$ cat src/rtl/tile_colour_mapper.sv
// Category-to-RGB stage with a run-time writable palette and per-entry blink attribute.
// Two-stage pipeline: palette lookup, then blink/blanking select; one pixel per clock.

module tile_colour_mapper_entry #(
  parameter int               RGB_W   = 12,
  parameter logic [RGB_W-1:0] RST_RGB = '0
) (
  input  logic             clk,
  input  logic             rst,
  input  logic             we,
  input  logic [RGB_W-1:0] wrgb,
  input  logic             wblink,
  output logic [RGB_W-1:0] rgb,
  output logic             blink
);
  logic [RGB_W-1:0] rgb_d, rgb_q;
  logic             blink_d, blink_q;

  always_comb begin
    rgb_d   = rgb_q;
    blink_d = blink_q;
    if (we) begin
      rgb_d   = wrgb;
      blink_d = wblink;
    end
  end

  always_ff @(posedge clk) begin
    if (rst) begin
      rgb_q   <= RST_RGB;
      blink_q <= 1'b0;
    end else begin
      rgb_q   <= rgb_d;
      blink_q <= blink_d;
    end
  end

  assign rgb   = rgb_q;
  assign blink = blink_q;
endmodule

module tile_colour_mapper #(
  parameter int CAT_W        = 4,
  parameter int NUM_CAT      = 16,
  parameter int COLOR_W      = 4,
  parameter int BLINK_FRAMES = 16
) (
  input  logic                 clk,
  input  logic                 rst,
  input  logic                 frame_tick,
  input  logic                 video_on,
  input  logic [CAT_W-1:0]     category,
  input  logic                 pal_we,
  input  logic [CAT_W-1:0]     pal_addr,
  input  logic [3*COLOR_W-1:0] pal_data,
  input  logic                 pal_blink,
  output logic [COLOR_W-1:0]   red,
  output logic [COLOR_W-1:0]   green,
  output logic [COLOR_W-1:0]   blue,
  output logic                 video_on_out,
  output logic                 blink_phase
);
  localparam int RGB_W  = 3 * COLOR_W;
  localparam int STAGES = 2;
  localparam int CNT_W  = (BLINK_FRAMES > 1) ? $clog2(BLINK_FRAMES) : 1;
  localparam logic [CNT_W-1:0] CNT_MAX = CNT_W'(BLINK_FRAMES - 1);

  typedef struct packed {
    logic [RGB_W-1:0] rgb;
    logic             blink;
  } pal_ent_t;

  // Palette storage: one register entry per category, reset to the legacy fixed table
  logic [NUM_CAT-1:0]            ent_we;
  logic [NUM_CAT-1:0][RGB_W-1:0] ent_rgb;
  logic [NUM_CAT-1:0]            ent_blink;

  for (genvar g = 0; g < NUM_CAT; g++) begin : g_ent
    localparam logic [RGB_W-1:0] RST_RGB = (g == 1 || g == 2) ? {RGB_W{1'b1}} : {RGB_W{1'b0}};
    assign ent_we[g] = pal_we && (pal_addr == CAT_W'(g));
    tile_colour_mapper_entry #(
      .RGB_W  (RGB_W),
      .RST_RGB(RST_RGB)
    ) u_ent (
      .clk   (clk),
      .rst   (rst),
      .we    (ent_we[g]),
      .wrgb  (pal_data),
      .wblink(pal_blink),
      .rgb   (ent_rgb[g]),
      .blink (ent_blink[g])
    );
  end

  // Stage 1: lookup; categories without an implemented entry read as black, non-blinking
  pal_ent_t s1_d, s1_q;
  always_comb begin
    s1_d = '0;
    for (int i = 0; i < NUM_CAT; i++) begin
      if (category == CAT_W'(i)) begin
        s1_d.rgb   = ent_rgb[i];
        s1_d.blink = ent_blink[i];
      end
    end
  end

  logic [STAGES:1] vld_pipe_d, vld_pipe_q;
  assign vld_pipe_d = {vld_pipe_q[STAGES-1:1], video_on};

  // Blink phase generator, counts frame ticks
  logic [CNT_W-1:0] cnt_d, cnt_q;
  logic             phase_d, phase_q;
  always_comb begin
    cnt_d   = cnt_q;
    phase_d = phase_q;
    if (frame_tick) begin
      if (cnt_q == CNT_MAX) begin
        cnt_d   = '0;
        phase_d = ~phase_q;
      end else begin
        cnt_d = cnt_q + 1'b1;
      end
    end
  end

  // Stage 2: blanking and blink substitution with the live background entry
  logic [RGB_W-1:0] out_d, out_q;
  always_comb begin
    out_d = '0;
    if (vld_pipe_q[1]) begin
      if (s1_q.blink && !phase_q) out_d = ent_rgb[0];
      else                        out_d = s1_q.rgb;
    end
  end

  always_ff @(posedge clk) begin
    if (rst) begin
      s1_q       <= '0;
      vld_pipe_q <= '0;
      cnt_q      <= '0;
      phase_q    <= 1'b1;
      out_q      <= '0;
    end else begin
      s1_q       <= s1_d;
      vld_pipe_q <= vld_pipe_d;
      cnt_q      <= cnt_d;
      phase_q    <= phase_d;
      out_q      <= out_d;
    end
  end

  assign red          = out_q[3*COLOR_W-1:2*COLOR_W];
  assign green        = out_q[2*COLOR_W-1:COLOR_W];
  assign blue         = out_q[COLOR_W-1:0];
  assign video_on_out = vld_pipe_q[STAGES];
  assign blink_phase  = phase_q;
endmodule

$ cat config.mk
export PLATFORM = sky130hd
export DESIGN_NAME = tile_colour_mapper
export DESIGN_NICKNAME = d
export VERILOG_FILES = /design/src/rtl/tile_colour_mapper.sv
export SDC_FILE = /design/constraint.sdc
export NUM_CORES = 1
export LEC_CHECK = 0
export CELL_PAD_IN_SITES_DETAIL_PLACEMENT = 1
export CELL_PAD_IN_SITES_GLOBAL_PLACEMENT = 1
export CORE_ASPECT_RATIO = 1.25
export CORE_MARGIN = 2
export CORE_UTILIZATION = 42
export DETAILED_ROUTE_END_ITERATION = 6
export PLACE_DENSITY = 0.75
export SLEW_MARGIN = 20
export SYNTH_ARGS = -nofsm -noshare
export SYNTH_HDL_FRONTEND = slang
export SYNTH_SLANG_ARGS = --single-unit
$ cat constraint.sdc
create_clock -name clk -period 1.5 [get_ports clk]
set_input_delay 0.225 -clock clk [delete_from_list [all_inputs] [get_ports clk]]
set_output_delay 0.225 -clock clk [all_outputs]
set_load 0.005 [all_outputs]
==> results.sh, run 1 <==
export IMPL_cts_htree_levels=1
export IMPL_dp_slack_ns=-0.614
export IMPL_swShare_pct=24.3
export IMPL_coreArea_um2=24700
export IMPL_outcome="finished, final reports clean"
export IMPL_routed_via_count=9711
export IMPL_synth_cells=1251
export IMPL_final_nets=1390
export IMPL_numCtsBuffers=25
export IMPL_synth_top_cell_area_share_pct=45.4
export IMPL_ys_warn_count=0
export IMPL_syn_num_nets=1278
export IMPL_cp_depth=4
export IMPL_ios=40
export IMPL_antenna_found_initial=0
export IMPL_vdd_ir_drop_worst_v=0.000502
export IMPL_grt_first_pass_wirelength_um=57300
export IMPL_rows=64
export IMPL_r2r_slack_ns=0.003
export IMPL_fin_crit_ns=1.50
export IMPL_synthDistinctLibCells=61
export IMPL_netlist_area_um2=10600
export IMPL_synthMuxAreaShare_pct=15.1
export IMPL_cpMaxStageDelayCell="mux4_2"
export IMPL_path_buf_inv=0
export IMPL_clock_latency_ns=0.53
export IMPL_r2r_worst_path_cells=4
export IMPL_synthAdderAreaFrac_pct=0.118
export IMPL_wl_per_cell_um=21.7
export IMPL_skew_ns=0.00895
export IMPL_postSynthAreaPerCell_um2=8.46
export IMPL_power_leakage_nw=4.89
export IMPL_tritoncts="yes"
export IMPL_yosys_area_share_simple_pct=19.8
export IMPL_synth_area_leaders="dfxtp_1, nand2_1, mux2i_1"
export IMPL_hold_class="in -> reg"
export IMPL_synth_xor_area_share_pct=0.165
export IMPL_place_area_um2=12300
export IMPL_vias_per_cell=5.68
export IMPL_routed_wl_um=37200
export IMPL_grt_overflow_total=0
export IMPL_intPower_mw=11.0
export IMPL_p_per_area_nw_per_um2=1090
export IMPL_synth_edf_count=0
export IMPL_max_freq_ghz=0.668
export IMPL_yosysSeqAreaShare_pct=45.4
export IMPL_grt_total_usage_pct=27.2
export IMPL_setup_ws_ns=0.00341
export IMPL_grt_max_degree=96
export IMPL_cts_root_buffer="clkbuf_16"
export IMPL_holdPathStages=3
export IMPL_worstPathRequired_ns=1.89
export IMPL_port_buffers=39
export IMPL_cp_cell_sequence="or2_2, mux4_2, a21oi_2, nor4_2"
export IMPL_slowest_delay_ns=0.51
export IMPL_critPathCaptureType="flip-flop"
export IMPL_synth_top_cell_by_area="dfxtp_1"
export IMPL_antennaDiodeCount=0
export IMPL_worstMarginPinSlew_ns=0.503
export IMPL_gp_congestion=0.947
export IMPL_path_clk_slew_ns=0.06
export IMPL_synth_top_family_by_area="simple AND/OR/NAND/NOR gates"
export IMPL_path_max_fanout=2
export IMPL_start_util_pct=42.9
export IMPL_p_switching_mw=3.53
export IMPL_fin_crit_sh_pct=99.8
export IMPL_whs_ns=0.196
export IMPL_seqPwrFrac_pct=45.1
export IMPL_synth_common_cells="nand2_1, dfxtp_1, a21oi_1"
export IMPL_synth_compound_area_share_pct=14.2
export IMPL_comb_power_share_pct=10.1
export IMPL_path_delay_family="multiplexers"
export IMPL_ys_flop_type="dfxtp_1"
export IMPL_yosysMostFrequentCell="nand2_1"
export IMPL_drt_initial_drc_count=609
export IMPL_drive_gt1_share_pct=19.8
export IMPL_die_h_um=182
export IMPL_fin_area_um2=13400
export IMPL_arrival_ns=1.89
export IMPL_area_growth_pct=26.4
export IMPL_synth_async_reset_ratio_pct=0
export IMPL_setup_viol=0
export IMPL_postRouteAntennaNets=0
export IMPL_dp_hpwl_um=25200
export IMPL_rsz0062_at_grt="true"
export IMPL_clock_path_buffers=3
export IMPL_critPathKind="reg -> reg"
export IMPL_slew_headroom_pct=65.6
export IMPL_drc_errors=0
export IMPL_die_w_um=146
export IMPL_clockPowerShare_pct=44.9
export IMPL_hold_viol_final=0
export IMPL_drv_slew=0
export IMPL_cts_sinks=240
export IMPL_maxCapViolCount=0
export IMPL_grt_pass1_vias=10200
export IMPL_ys_ff_latch=240
export IMPL_start_kind="flip-flop"
export IMPL_dieArea_um2=26500
export IMPL_first_pass_iters=5
==> flip-flops by register name, indices dropped and copies added (netlist names) <==
register           cells
g_ent.u_ent.rgb      192
vld_pipe_q             2
blink_phase            1
out_q                 12
cnt_q                  4
s1_q                  13
g_ent.u_ent.blink     16
==> stage by stage <==
step                      std cells  utilization (%)  power, mW  setup TNS (ns)
after floorplan                1251                -       7.40               0
after global placement         1656             49.8       8.03          -61.24
after detailed placement       1656             49.8       8.07          -75.28
after CTS                      1701             53.3       14.5               0
after global routing           1711             54.3       15.0          -0.125
final                          1711             54.3       14.5               0
==> cell type report <==
cell class	count	area, um^2
Clock buffer	35	693
Sequential cell	240	4820
Fill cell	2897	11300
Tap cell	330	413
Inverter	9	37.5
Timing Repair Buffer	186	1910
Clock inverter	10	156
Multi-Input combinational cell	901	5360
==> placed cells by master (no fill, tap or decap), types with 6 or more instances in the layout <==
cell,n
a211oi_1,6
mux2_2,22
inv_1,7
dfxtp_1,234
dlygate4sd2_1,14
nand2_1,306
a2bb2oi_1,6
clkdlybuf4s50_1,18
a21oi_1,158
o22ai_1,10
o21ai_0,27
mux4_2,12
nand2b_1,10
buf_4,112
nor2b_1,9
clkbuf_1,7
buf_12,31
nand3_1,9
mux2i_1,107
nor3_1,12
nor2_1,107
a22oi_1,7
clkbuf_16,27
==> what timing repair did <==
action / CTS / global route
setup endpoints to repair: 18 / 19
cloned: 0 / 2
gates resized for setup: 26 / 33
pin swaps: 1 / 11
hold buffers: 0 / 0
setup buffers: 0 / 8
==> power by group through the flow <==
stage                     combinational, mW  clock (mW)  sequential, mW
after CTS                              1.39        6.58            6.55
after global routing                   1.56        6.88            6.56
final                                  1.46        6.52            6.55
after floorplan                       0.738           0            6.66
after global placement                 1.34           0            6.69
after detailed placement               1.37           0            6.69
==> logic make-up after synthesis <==
logic type | count (synthesis)
AND/OR/NAND/NOR | 496
buffers and inverters | 110
AO/OA/AOI/OAI | 260
flip-flops | 240
adder cells (fa/ha/maj) | 1
multiplexers | 142
XOR/XNOR | 2
==> tightest hold or removal path: stages <==
cell and delay (ns):
buf_6 0.11, buf_12 0.19, a21oi_1 0.14
==> path summary, 6_finish.rpt <==
path,endpoint,from
worst max register to register,s1_q[8],g_ent[0].u_ent.rgb[7]
worst max-delay path,s1_q[8],g_ent[0].u_ent.rgb[7]
worst min register to register,g_ent[15].u_ent.rgb[2],g_ent[15].u_ent.rgb[2]
worst min-delay path,g_ent[15].u_ent.rgb[6],rst
==> per-layer routing <==
metal	wire [um]	part of all wire, %	GRT usage [%]	vias up
met4	1140	3.1	9.17	0
met1	15600	42	33.6	4910
met3	1620	4.4	3.57	78
met2	18900	51	48.8	243
met5	0	0	0	-
li1	-	-	-	4480
No activity file was read; power rests on OpenSTA's default activity.
==> inputs of run 2 (changes only) <==
Settings changed: CORE_UTILIZATION 42 to 35, PLACE_DENSITY 0.75 to 0.64, SLEW_MARGIN 20 to 15.
==> results.sh, run 2 (same netlist as run 1, synthesis figures left out) <==
export IMPL_arrival_ns=1.88
export IMPL_nFillCells=3527
export IMPL_clock_latency_ns=0.54
export IMPL_grt_pass1_vias=9603
export IMPL_routed_wl_um=36000
export IMPL_die_h_um=198
export IMPL_final_common_cell="nand2_1"
export IMPL_fin_crit_sh_pct=98.2
export IMPL_max_freq_ghz=0.679
export IMPL_cts_root_buffer="clkbuf_16"
export IMPL_die_w_um=160
export IMPL_area_growth_pct=27.6
export IMPL_power_leakage_nw=4.91
export IMPL_routed_via_count=9220
export IMPL_cp_cell_sequence="or2_2, mux4_2, a21oi_2, nor4_2"
export IMPL_met1Wirelength_um=16300
export IMPL_dp_cells=1732
export IMPL_start_util_pct=35.4
export IMPL_setup_ws_ns=0.0268
export IMPL_vdd_ir_drop_worst_v=0.000778
export IMPL_tritoncts="yes"
export IMPL_swShare_pct=24.4
export IMPL_critPathCaptureType="flip-flop"
export IMPL_wl_met2_um=17800
export IMPL_grt_total_usage_pct=22.5
export IMPL_ios=40
export IMPL_grt_first_pass_wirelength_um=56000
export IMPL_grt_max_degree=106
export IMPL_clockPowerShare_pct=45.7
export IMPL_drc_errors=0
export IMPL_path_clk_slew_ns=0.06
export IMPL_start_kind="flip-flop"
export IMPL_cts_sinks=240
export IMPL_port_buffers=39
export IMPL_clock_path_buffers=3
export IMPL_hold_class="in -> reg"
export IMPL_gp_congestion=0.860
export IMPL_drive_gt1_share_pct=19.6
export IMPL_antennaDiodeCount=0
export IMPL_stdcell_count=1779
export IMPL_critPathKind="reg -> reg"
export IMPL_seqPwrFrac_pct=44.4
export IMPL_cpMaxStageDelayCell="mux4_2"
export IMPL_place_area_um2=12400
export IMPL_fin_tns_setup_ns=0
export IMPL_largest_register_ff_count=192
export IMPL_dp_hpwl_um=25000
export IMPL_dp_slack_ns=-0.661
export IMPL_skew_ns=0.0197
export IMPL_comb_power_share_pct=10.0
export IMPL_intPower_mw=11.2
export IMPL_outcome="finished, final reports clean"
export IMPL_cts_htree_levels=1
export IMPL_antenna_found_initial=0
export IMPL_dieArea_um2=31700
export IMPL_rows=71
export IMPL_wl_per_cell_um=20.2
export IMPL_drt_initial_drc_count=516
export IMPL_numCtsBuffers=26
export IMPL_p_switching_mw=3.60
export IMPL_first_pass_iters=4
export IMPL_top_layer_used="met4"
export IMPL_cts_hold_buf=0
export IMPL_wl_met3_um=1100
export IMPL_fin_crit_ns=1.47
export IMPL_worstMarginPinSlew_ns=0.526
export IMPL_drv_slew=0
export IMPL_setup_viol=0
export IMPL_p_per_area_nw_per_um2=1090
export IMPL_coreArea_um2=29900
export IMPL_slew_headroom_pct=64.9
export IMPL_fin_area_um2=13500
export IMPL_rsz0062_at_grt="true"
export IMPL_slowest_delay_ns=0.49
export IMPL_hold_viol_final=0
export IMPL_final_nets=1387
export IMPL_grt_overflow_total=0
export IMPL_postRouteAntennaNets=0
export IMPL_vias_per_cell=5.18
export IMPL_path_max_fanout=2
export IMPL_final_cell_mix="nand2_1, dfxtp_1, a21oi_1"
export IMPL_maxCapViolCount=0
export IMPL_worstPathRequired_ns=1.91
run 2: layer usage:
metal | vias to the layer above | global-route usage [%]
met5 | - | 0
met4 | 0 | 5.99
met3 | 53 | 2.25
met2 | 141 | 40.3
met1 | 4536 | 28.8
li1 | 4490 | -
run 2: worst max-delay path: cells and delay by family (launching register included):
| kind | cells | cell delay [ns] |
|---|---|---|
| AO/OA/AOI/OAI | 1 | 0.16 |
| flip-flops | 1 | 0.32 |
| AND/OR/NAND/NOR | 2 | 0.36 |
| multiplexers | 1 | 0.49 |
run 2: power groups by stage:
stage | registers (mW) | logic [mW] | clock network [mW]
2_1_floorplan | 6.66 | 0.738 | 0
3_3_place_gp | 6.69 | 1.40 | 0
3_5_place_dp | 6.69 | 1.42 | 0
4_1_cts | 6.55 | 1.45 | 6.86
5_1_grt | 6.56 | 1.58 | 7.10
6_report | 6.55 | 1.47 | 6.74
run 2: layout make-up:
class / instances / area, um^2 / area share [%]
sequential: 240 / 4820 / 35.7
timing repair buffer: 182 / 1910 / 14.1
clock buffer: 38 / 766 / 5.67
tap: 401 / 502 / 3.71
multi-input combinational: 901 / 5350 / 39.6
inverter: 9 / 33.8 / 0.250
clock inverter: 8 / 130 / 0.963
run 2: what timing repair did:
item,4_1_cts,5_1_grt
pin swaps,7,9
endpoints found under the setup margin,21,16
gates cloned,0,1
gates resized for setup,35,24
hold endpoints to repair,0,0
setup buffers,1,1
run 2: path summary, 6_finish.rpt:
kind | from | to | slack (ns) | depth (start not counted)
worst min-delay path | rst | g_ent[10].u_ent.rgb[6] | 0.12 | 3
worst max-delay path | g_ent[0].u_ent.rgb[0] | s1_q[1] | 0.03 | 4
worst min register to register | g_ent[8].u_ent.rgb[1] | g_ent[8].u_ent.rgb[1] | 0.45 | 2
worst max register to register | g_ent[0].u_ent.rgb[0] | s1_q[1] | 0.03 | 4
run 2: through the flow:
step | power, mW | util [%] | hold WS, ns
after floorplan | 7.40 | - | 0.353
after global placement | 8.09 | 41.6 | 0.439
after detailed placement | 8.11 | 41.6 | 0.447
after CTS | 14.8 | 44.8 | 0.123
after global routing | 15.2 | 45.1 | 0.139
final | 14.8 | 45.1 | 0.119
==> inputs of run 3 (changes only) <==
Settings changed: GPL_TIMING_DRIVEN from default to 0.
==> results.sh, run 3 (same netlist as run 1, synthesis figures left out) <==
export IMPL_drc_errors=0
export IMPL_final_cell_mix="nand2_1, dfxtp_1, a21oi_1"
export IMPL_final_common_cell="nand2_1"
export IMPL_worstPathRequired_ns=1.94
export IMPL_dieArea_um2=31700
export IMPL_nFillCells=3564
export IMPL_dp_slack_ns=-1.39
export IMPL_routed_wl_um=44100
export IMPL_rows=71
export IMPL_hold_start="video_on"
export IMPL_postRouteAntennaNets=0
export IMPL_grt_overflow_total=0
export IMPL_grt_pass1_vias=9738
export IMPL_maxCapViolCount=0
export IMPL_grt_max_degree=14
export IMPL_vdd_ir_drop_worst_v=0.000732
export IMPL_path_delay_family="compound AO/OA/AOI/OAI gates"
export IMPL_dp_hpwl_um=30800
export IMPL_min_to="vld_pipe_q[1]"
export IMPL_coreArea_um2=29900
export IMPL_start_kind="input port"
export IMPL_drive_gt1_share_pct=19.0
export IMPL_setup_ws_ns=-0.0299
export IMPL_ios=40
export IMPL_arrival_ns=1.97
export IMPL_routed_via_count=9620
export IMPL_area_growth_pct=23.8
export IMPL_numCtsBuffers=25
export IMPL_die_w_um=160
export IMPL_r2r_slack_ns=0.01
export IMPL_port_buffers=38
export IMPL_setup_viol=2
export IMPL_skew_ns=0.0138
export IMPL_r2r_start="g_ent[2].u_ent.rgb[8]"
export IMPL_worstMarginPinSlew_ns=0.871
export IMPL_fin_crit_sh_pct=102
export IMPL_drv_slew=0
export IMPL_antenna_found_initial=1
export IMPL_grt_total_usage_pct=27.6
export IMPL_path_buf_inv=2
export IMPL_cts_sinks=240
export IMPL_tritoncts="yes"
export IMPL_die_h_um=198
export IMPL_final_nets=1369
export IMPL_cp_cell_sequence="clkdlybuf4s15_2, buf_6, nand2_2, o311ai_0, o41ai_1, a211oi_1"
export IMPL_rsz0062_at_grt="true"
export IMPL_drt_initial_drc_count=635
export IMPL_p_per_area_nw_per_um2=1110
export IMPL_fin_crit_ns=1.53
export IMPL_wl_per_cell_um=25.0
export IMPL_cts_root_buffer="clkbuf_16"
export IMPL_clock_latency_ns=0.54
export IMPL_clock_path_buffers=3
export IMPL_critPathCaptureType="flip-flop"
export IMPL_power_leakage_nw=4.60
export IMPL_power_mw=14.6
export IMPL_max_freq_ghz=0.654
export IMPL_cpMaxStageDelayCell="o311ai_0"
export IMPL_holdPathStages=2
export IMPL_r2r_end="s1_q[9]"
export IMPL_grt_first_pass_wirelength_um=64600
export IMPL_r2r_worst_path_cells=4
export IMPL_start_util_pct=35.4
export IMPL_violations="setup timing"
export IMPL_slew_headroom_pct=42.0
export IMPL_hold_viol_final=0
export IMPL_path_clk_slew_ns=0.06
export IMPL_first_pass_iters=7
export IMPL_critPathKind="in -> reg"
export IMPL_vias_per_cell=5.46
export IMPL_slowest_delay_ns=0.55
export IMPL_outcome="complete, but fails checks"
export IMPL_largest_register_ff_count=192
export IMPL_path_max_fanout=10
export IMPL_hold_class="in -> reg"
export IMPL_antennaDiodeCount=0
export IMPL_gp_congestion=0.927
export IMPL_cts_htree_levels=1
-- run 3: final cells by class --
| type | instances | area (um^2) | area share [%] |
|---|---|---|---|
| multi-input combinational | 901 | 5560 | 42.4 |
| tap | 401 | 502 | 3.83 |
| clock inverter | 6 | 109 | 0.830 |
| timing repair buffer | 66 | 653 | 4.98 |
| clock buffer | 39 | 718 | 5.48 |
| buffer | 99 | 713 | 5.44 |
| inverter | 9 | 35.0 | 0.267 |
| sequential | 240 | 4810 | 36.7 |
-- run 3: worst max-delay path by stage --
stage                           from                     end  slack (ns)  cells after the start
3_5_place_dp             category[2]                 s1_q[9]       -1.39                      7
3_3_place_gp             category[2]                 s1_q[9]       -1.40                      7
2_1_floorplan            pal_addr[3]  g_ent[1].u_ent.rgb[10]        0.06                      6
4_1_cts        g_ent[0].u_ent.rgb[1]                 s1_q[2]      0.0009                      4
5_1_grt                  pal_addr[0]  g_ent[14].u_ent.rgb[7]       -0.06                      7
6_report                 category[2]                 s1_q[7]       -0.03                      6
-- run 3: per-stage QoR --
step                      hold WS (ns)  area [um^2]  std cells  util, %  setup TNS, ns
after detailed placement         0.433        11500       1690     38.3        -174.35
after CTS                        0.244        12800       1751     42.9              0
after global placement           0.430        11500       1690     38.3        -170.65
after floorplan                  0.353        10600       1251        -              0
final                            0.253        13100       1761     43.8        -0.0548
after global routing             0.265        13100       1761     43.8         -0.736
-- run 3: power by group --
part | internal [mW] | switching, mW
Clock | 3.80 | 2.69
Combinational | 0.535 | 1.03
Sequential | 6.48 | 0.0607
-- run 3: routing by layer --
| layer | vias to the layer above | track usage (%) | wire length, um |
|---|---|---|---|
| met5 | - | 0 | 0 |
| met4 | 0 | 13.7 | 2230 |
| met3 | 114 | 4.02 | 2080 |
| met2 | 302 | 48.1 | 21200 |
| li1 | 4444 | - | - |
| met1 | 4760 | 33.3 | 18600 |
-- run 3: what timing repair did --
item | 4_1_cts | 5_1_grt
endpoints found under the setup margin | 234 | 157
hold buffers | 0 | 0
gates resized for setup | 148 | 62
buffers inserted | 15 | 10
cloned | 2 | 1
pin swaps | 17 | 15
